`src/rtl/pwm_duty_ramp.sv`:
```
// pwm_duty_ramp: steps an 8-bit PWM duty toward a programmable target,
// one step per prescaled PWM period, with register write/readback.
module pwm_duty_ramp #(
   parameter int PRESC_W = 16
) (
   input  logic        clk,
   input  logic        rst,
   input  logic        wr_en,
   input  logic [1:0]  wr_addr,
   input  logic [15:0] wr_data,
   input  logic [1:0]  rd_addr,
   output logic [15:0] rd_data,
   input  logic        period_end,
   output logic [7:0]  pwm_duty,
   output logic        busy,
   output logic        done
);
   typedef enum logic [1:0] {IDLE = 2'd0, RAMP_UP = 2'd1, RAMP_DOWN = 2'd2} state_t;
   state_t state, state_n;
   logic [7:0] target, step, stp, duty_n, up_sat, dn_sat;
   logic [PRESC_W-1:0] presc, cnt, cnt_n;
   logic en, imm, tick, done_n;
   logic [8:0] up, dn;
   assign busy = state != IDLE;
   always_comb begin
      tick = period_end && cnt == presc;
      stp = step == 8'd0 ? 8'd1 : step;
      up = {1'b0, pwm_duty} + {1'b0, stp};
      dn = {1'b0, pwm_duty} - {1'b0, stp};
      up_sat = up > {1'b0, target} ? target : up[7:0];
      dn_sat = $signed(dn) < $signed({1'b0, target}) ? target : dn[7:0];
      cnt_n = !en || tick ? '0 : period_end ? cnt + PRESC_W'(1) : cnt;
      state_n = state;
      duty_n = pwm_duty;
      done_n = 1'b0;
      if (!en)
         state_n = IDLE;
      else if (imm) begin
         state_n = IDLE;
         if (period_end) begin
            duty_n = target;
            done_n = pwm_duty != target;
         end
      end else if (pwm_duty == target)
         state_n = IDLE;
      // entering a ramp, or the target moved across the duty: pick direction, no step this cycle
      else if (state == IDLE || (state == RAMP_UP) != (pwm_duty < target))
         state_n = pwm_duty < target ? RAMP_UP : RAMP_DOWN;
      else if (tick) begin
         duty_n = state == RAMP_UP ? up_sat : dn_sat;
         done_n = duty_n == target;
         state_n = done_n ? IDLE : state;
      end
   end
   always_ff @(posedge clk) begin
      if (!rst) begin
         state    <= IDLE;
         pwm_duty <= 8'd0;
         done     <= 1'b0;
         cnt      <= '0;
         target   <= 8'd0;
         step     <= 8'd1;
         presc    <= '0;
         en       <= 1'b0;
         imm      <= 1'b0;
         rd_data  <= 16'd0;
      end else begin
         state    <= state_n;
         pwm_duty <= duty_n;
         done     <= done_n;
         cnt      <= cnt_n;
         target   <= wr_en && wr_addr == 2'd0 ? wr_data[7:0] : target;
         step     <= wr_en && wr_addr == 2'd1 ? wr_data[7:0] : step;
         presc    <= wr_en && wr_addr == 2'd2 ? PRESC_W'(wr_data) : presc;
         en       <= wr_en && wr_addr == 2'd3 ? wr_data[0] : en;
         imm      <= wr_en && wr_addr == 2'd3 ? wr_data[1] : imm;
         rd_data  <= rd_addr == 2'd0 ? {8'd0, target} :
                     rd_addr == 2'd1 ? {8'd0, step} :
                     rd_addr == 2'd2 ? 16'(presc) : {13'd0, state, busy};
      end
   end
endmodule

```
`config.mk`:
```
export PLATFORM = sky130hd
export DESIGN_NAME = pwm_duty_ramp
export DESIGN_NICKNAME = d
export VERILOG_FILES = /design/src/rtl/pwm_duty_ramp.sv
export SDC_FILE = /design/constraint.sdc
export NUM_CORES = 1
export LEC_CHECK = 0
export ABC_CLOCK_PERIOD_IN_PS = 6100
export CORE_MARGIN = 2
export CORE_UTILIZATION = 30
export DETAILED_ROUTE_END_ITERATION = 8
export MAX_ROUTING_LAYER = met4
export PLACE_DENSITY = 0.48
export SLEW_MARGIN = 40
export SYNTH_ARGS = -nofsm -noshare
export SYNTH_HDL_FRONTEND = slang
export SYNTH_SLANG_ARGS = --single-unit
```
`constraint.sdc`:
```
create_clock -name clk -period 6.1 [get_ports clk]
set_input_delay 1.22 -clock clk [delete_from_list [all_inputs] [get_ports clk]]
set_output_delay 1.22 -clock clk [all_outputs]
set_load 0.005 [all_outputs]
```
==> flow_metrics.env <==
export IMPL_cp_data_arrival_time_ns=5.79
export IMPL_totalPowerFinal_mw=1.26
export IMPL_rrSetupSlack_ns=0.55
export IMPL_layout_area_overhead_vs_synth_pct=21.3
export IMPL_synth_adder_area_share_pct=11.7
export IMPL_layout_cells_non_filler=822
export IMPL_die_h_um=131
export IMPL_synth_net_count=630
export IMPL_die_area_um2=17200
export IMPL_worst_path_dominant_cell_family="compound AO/OA/AOI/OAI gates"
export IMPL_cp_cell_sequence="nor4_1 -> a41o_1 -> ha_1 -> inv_1 -> fa_1 -> a211oi_1 -> o21bai_1 -> a21oi_1 -> xnor2_1 -> inv_1 -> ha_1 -> o211ai_1 -> o21ai_0 -> o21ai_0 -> or2_0 -> o32a_1 -> nand4_1 -> a2111oi_2 -> nand2_1 -> and3b_1"
export IMPL_synth_edf_count=0
export IMPL_number_of_buffer_and_inverter_stages_on_the_critical_path=2
export IMPL_dp_final_hpwl_um=11300
export IMPL_gr_total_overflow=0
export IMPL_clk_pin_slew_worst_paths_ns=0.06
export IMPL_r2r_end="state[1]$_SDFFE_PP0P_"
export IMPL_critical_path_endpoint_type="register"
export IMPL_period_share_pct=91.0
export IMPL_muxShareOfSynthArea_pct=5.12
export IMPL_synth_cell_types=59
export IMPL_timing_fmax_mhz=180
export IMPL_leakagePower_nw=2.36
export IMPL_final_layout_setup_total_negative_slack_ns=0
export IMPL_synth_top_family_by_area="simple AND/OR/NAND/NOR gates"
export IMPL_synthTopCellsByArea="sky130_fd_sc_hd__dfxtp_1 32%, sky130_fd_sc_hd__ha_1 11%, sky130_fd_sc_hd__xnor2_1 5.2%"
export IMPL_grt_max_degree=62
export IMPL_yosys_warnings=0
export IMPL_reg2regPathDepth=20
export IMPL_critical_path_max_fanout=10
export IMPL_cp_startpoint="step[4]$_SDFFE_PN0P_"
export IMPL_min_delay_path_depth=2
export IMPL_min_delay_start="presc[9]$_SDFFE_PN0P_"
export IMPL_design_portCount=50
export IMPL_postRouteWirelength_um=14500
export IMPL_antenna_cells=0
export IMPL_kind_of_critical_path="reg -> reg"
export IMPL_grt_antenna_before_repair=0
export IMPL_synth_top_area_share_pct=31.8
export IMPL_hold_path_class="reg -> reg"
export IMPL_yosys_area_top_type="sky130_fd_sc_hd__dfxtp_1"
export IMPL_timing_critical_path_slowest_stage_cell="sky130_fd_sc_hd__or2_0"
export IMPL_cts_htree_levels=3
export IMPL_routedWlPerCell_um=17.6
export IMPL_async_flop_share_pct=0
export IMPL_placementRows=46
export IMPL_critical_path_max_stage_delay_ns=0.58
export IMPL_grt_util_all_layers_pct=18.4
export IMPL_port_buffer_count=49
export IMPL_synth_xor_xnor_area_share_pct=9.41
export IMPL_dp_cells=806
export IMPL_run_status="completed"
export IMPL_clockBufferDepth=2
export IMPL_synthCells=562
export IMPL_worst_skew_pair_late_latency_ns=0.34
export IMPL_seq_cells_post_synth=77
export IMPL_core_area_um2=15800
export IMPL_drc_errors=0
export IMPL_root_buffer="sky130_fd_sc_hd__clkbuf_16"
export IMPL_cts_repair_timing_setup_buffer_count=0
export IMPL_hold_buffers=0
export IMPL_final_nets=669
export IMPL_complex_gate_fraction_of_the_synthesized_area_pct=16.8
export IMPL_drt_iter0_markers=201
export IMPL_p_per_area_nw_per_um2=215
export IMPL_via_count_of_the_first_global_routing_pass=4204
export IMPL_finalClockSkew_ns=0.00469
export IMPL_place_congestion=0.909
export IMPL_yosys_most_used_dff="sky130_fd_sc_hd__dfxtp_1"
export IMPL_worst_slew_margin_rel_pct=51.3
export IMPL_syn_avg_cell_area_um2=8.62
export IMPL_initial_core_util_pct=30.6
export IMPL_first_pass_iters=4
export IMPL_grt_pass1_wl_um=23000
export IMPL_worstSetupStartpointType="register"
export IMPL_netlist_area_um2=4840
export IMPL_worstReg2RegStart="step[4]$_SDFFE_PN0P_"
export IMPL_rsz0062_at_grt="false"
export IMPL_vdd_ir_drop_max_mv=0.120
export IMPL_cts_resized=0
export IMPL_share_of_final_layout_standard_cells_stronger_than_drive_strength_1_pct=5.61
export IMPL_finalMaxSlewViolations=0
export IMPL_tritoncts="done"
export IMPL_number_of_buffers_created_by_cts=9
export IMPL_synth_simple_gate_area_share_pct=21.0
export IMPL_number_of_vias_per_cell_after_detailed_routing=5.05
export IMPL_timing_final_hold_violations=0
export IMPL_cp_data_required_time_ns=6.33
export IMPL_maxCapViolations=0
export IMPL_period_minus_slack_ns=5.55
export IMPL_synth_seq_area_share_pct=31.8
export IMPL_setup_viol_count_final=0
export IMPL_route_vias_total=4153
export IMPL_clock_sink_count=77
export IMPL_die_width_um=131
export IMPL_drt_antenna_violating_nets=0
export IMPL_worstMarginPinSlew_ns=0.730
export IMPL_holdPathEnd="presc[9]$_SDFFE_PN0P_"
-- cells by family after synthesis --
group | Yosys count
flip-flops | 77
AO/OA/AOI/OAI | 113
multiplexers | 21
adder cells (fa/ha/maj) | 44
AND/OR/NAND/NOR | 205
XOR/XNOR | 52
buffers and inverters | 50
-- power breakdown --
group / internal [mW] / total, mW / switching, mW / leakage, nW
clock: 0.365 / 0.603 / 0.238 / 0.163
sequential: 0.512 / 0.524 / 0.0116 / 0.623
combinational: 0.0613 / 0.135 / 0.0740 / 1.57
total: 0.938 / 1.26 / 0.323 / 2.36
-- worst min-delay path: stages, from the launching register on --
cell and delay (ns):
sky130_fd_sc_hd__dfxtp_1 0.33, sky130_fd_sc_hd__nand2_1 0.06, sky130_fd_sc_hd__a21boi_0 0.06
-- Yosys cell counts (18+ instances only) --
cell type	count
sky130_fd_sc_hd__nand2_1	60
sky130_fd_sc_hd__clkbuf_1	20
sky130_fd_sc_hd__xor2_1	23
sky130_fd_sc_hd__xnor2_1	29
sky130_fd_sc_hd__nor2b_1	22
sky130_fd_sc_hd__a21boi_0	19
sky130_fd_sc_hd__inv_1	26
sky130_fd_sc_hd__ha_1	42
sky130_fd_sc_hd__nor2_1	46
sky130_fd_sc_hd__dfxtp_1	77
sky130_fd_sc_hd__a21oi_1	22
sky130_fd_sc_hd__mux2i_1	18
-- registers in the layout, summed over array words and instances (netlist names) --
| signal | cells |
|---|---|
| rd_data | 16 |
| done | 1 |
| presc | 16 |
| pwm_duty | 8 |
| target | 8 |
| state | 2 |
| step | 8 |
| imm | 1 |
| cnt | 16 |
| en | 1 |
-- cells in the final DEF, fill, tap and decap left out, types with 5 or more instances in the layout --
cell	netlist	layout
sky130_fd_sc_hd__a211o_1	5	5
sky130_fd_sc_hd__a211oi_1	11	11
sky130_fd_sc_hd__a21boi_0	19	19
sky130_fd_sc_hd__a21oi_1	22	22
sky130_fd_sc_hd__and2_1	14	14
sky130_fd_sc_hd__and3_1	14	14
sky130_fd_sc_hd__clkbuf_16	0	9
sky130_fd_sc_hd__clkdlybuf4s50_1	0	49
sky130_fd_sc_hd__dfxtp_1	77	77
sky130_fd_sc_hd__ha_1	42	42
sky130_fd_sc_hd__inv_1	26	26
sky130_fd_sc_hd__mux2i_1	18	18
sky130_fd_sc_hd__nand2_1	60	60
sky130_fd_sc_hd__nand2b_1	5	5
sky130_fd_sc_hd__nand3_1	11	11
sky130_fd_sc_hd__nand4_1	10	10
sky130_fd_sc_hd__nor2_1	46	46
sky130_fd_sc_hd__nor2b_1	22	21
sky130_fd_sc_hd__o21a_1	5	5
sky130_fd_sc_hd__o21ai_0	11	11
sky130_fd_sc_hd__o22ai_1	8	8
sky130_fd_sc_hd__xnor2_1	29	29
sky130_fd_sc_hd__xor2_1	23	23
-- metal layers --
| metal | routed length (um) | global-route usage (%) |
|---|---|---|
| met1 | 6500 | 22.9 |
| met2 | 6950 | 29.8 |
| met3 | 597 | 2.77 |
| met4 | 397 | 7.38 |
| met5 | 0 | - |
-- metrics by stage --
| stage | setup slack, ns | cell area [um^2] | hold slack (ns) | utilization [%] |
|---|---|---|---|---|
| after global placement | 0.813 | 5530 | 0.486 | 34.9 |
| after detailed placement | 0.621 | 5540 | 0.495 | 35.0 |
| after CTS | 0.605 | 5860 | 0.505 | 37.0 |
| after global routing | 0.195 | 5870 | 0.533 | 37.1 |
| final | 0.547 | 5870 | 0.499 | 37.1 |
| after floorplan | 1.80 | 4840 | 0.453 | - |
-- cell type report --
type	count	area, um^2
multi-input combinational	435	3120
clock inverter	7	103
inverter	26	97.6
timing repair buffer	52	513
sequential	77	1540
tap	216	270
fill	1634	9950
clock buffer	9	225
-- how the worst max path moves through the flow --
| stage | to | slack (ns) | cells after the start |
|---|---|---|---|
| floorplan | state[0]$_SDFFE_PP0P_ | 1.80 | 20 |
| global placement | state[1]$_SDFFE_PP0P_ | 0.81 | 20 |
| detailed placement | state[1]$_SDFFE_PP0P_ | 0.62 | 20 |
| CTS | state[1]$_SDFFE_PP0P_ | 0.61 | 20 |
| global route | state[1]$_SDFFE_PP0P_ | 0.20 | 20 |
| finish | state[1]$_SDFFE_PP0P_ | 0.55 | 20 |
(Power assumes the default switching activity.)
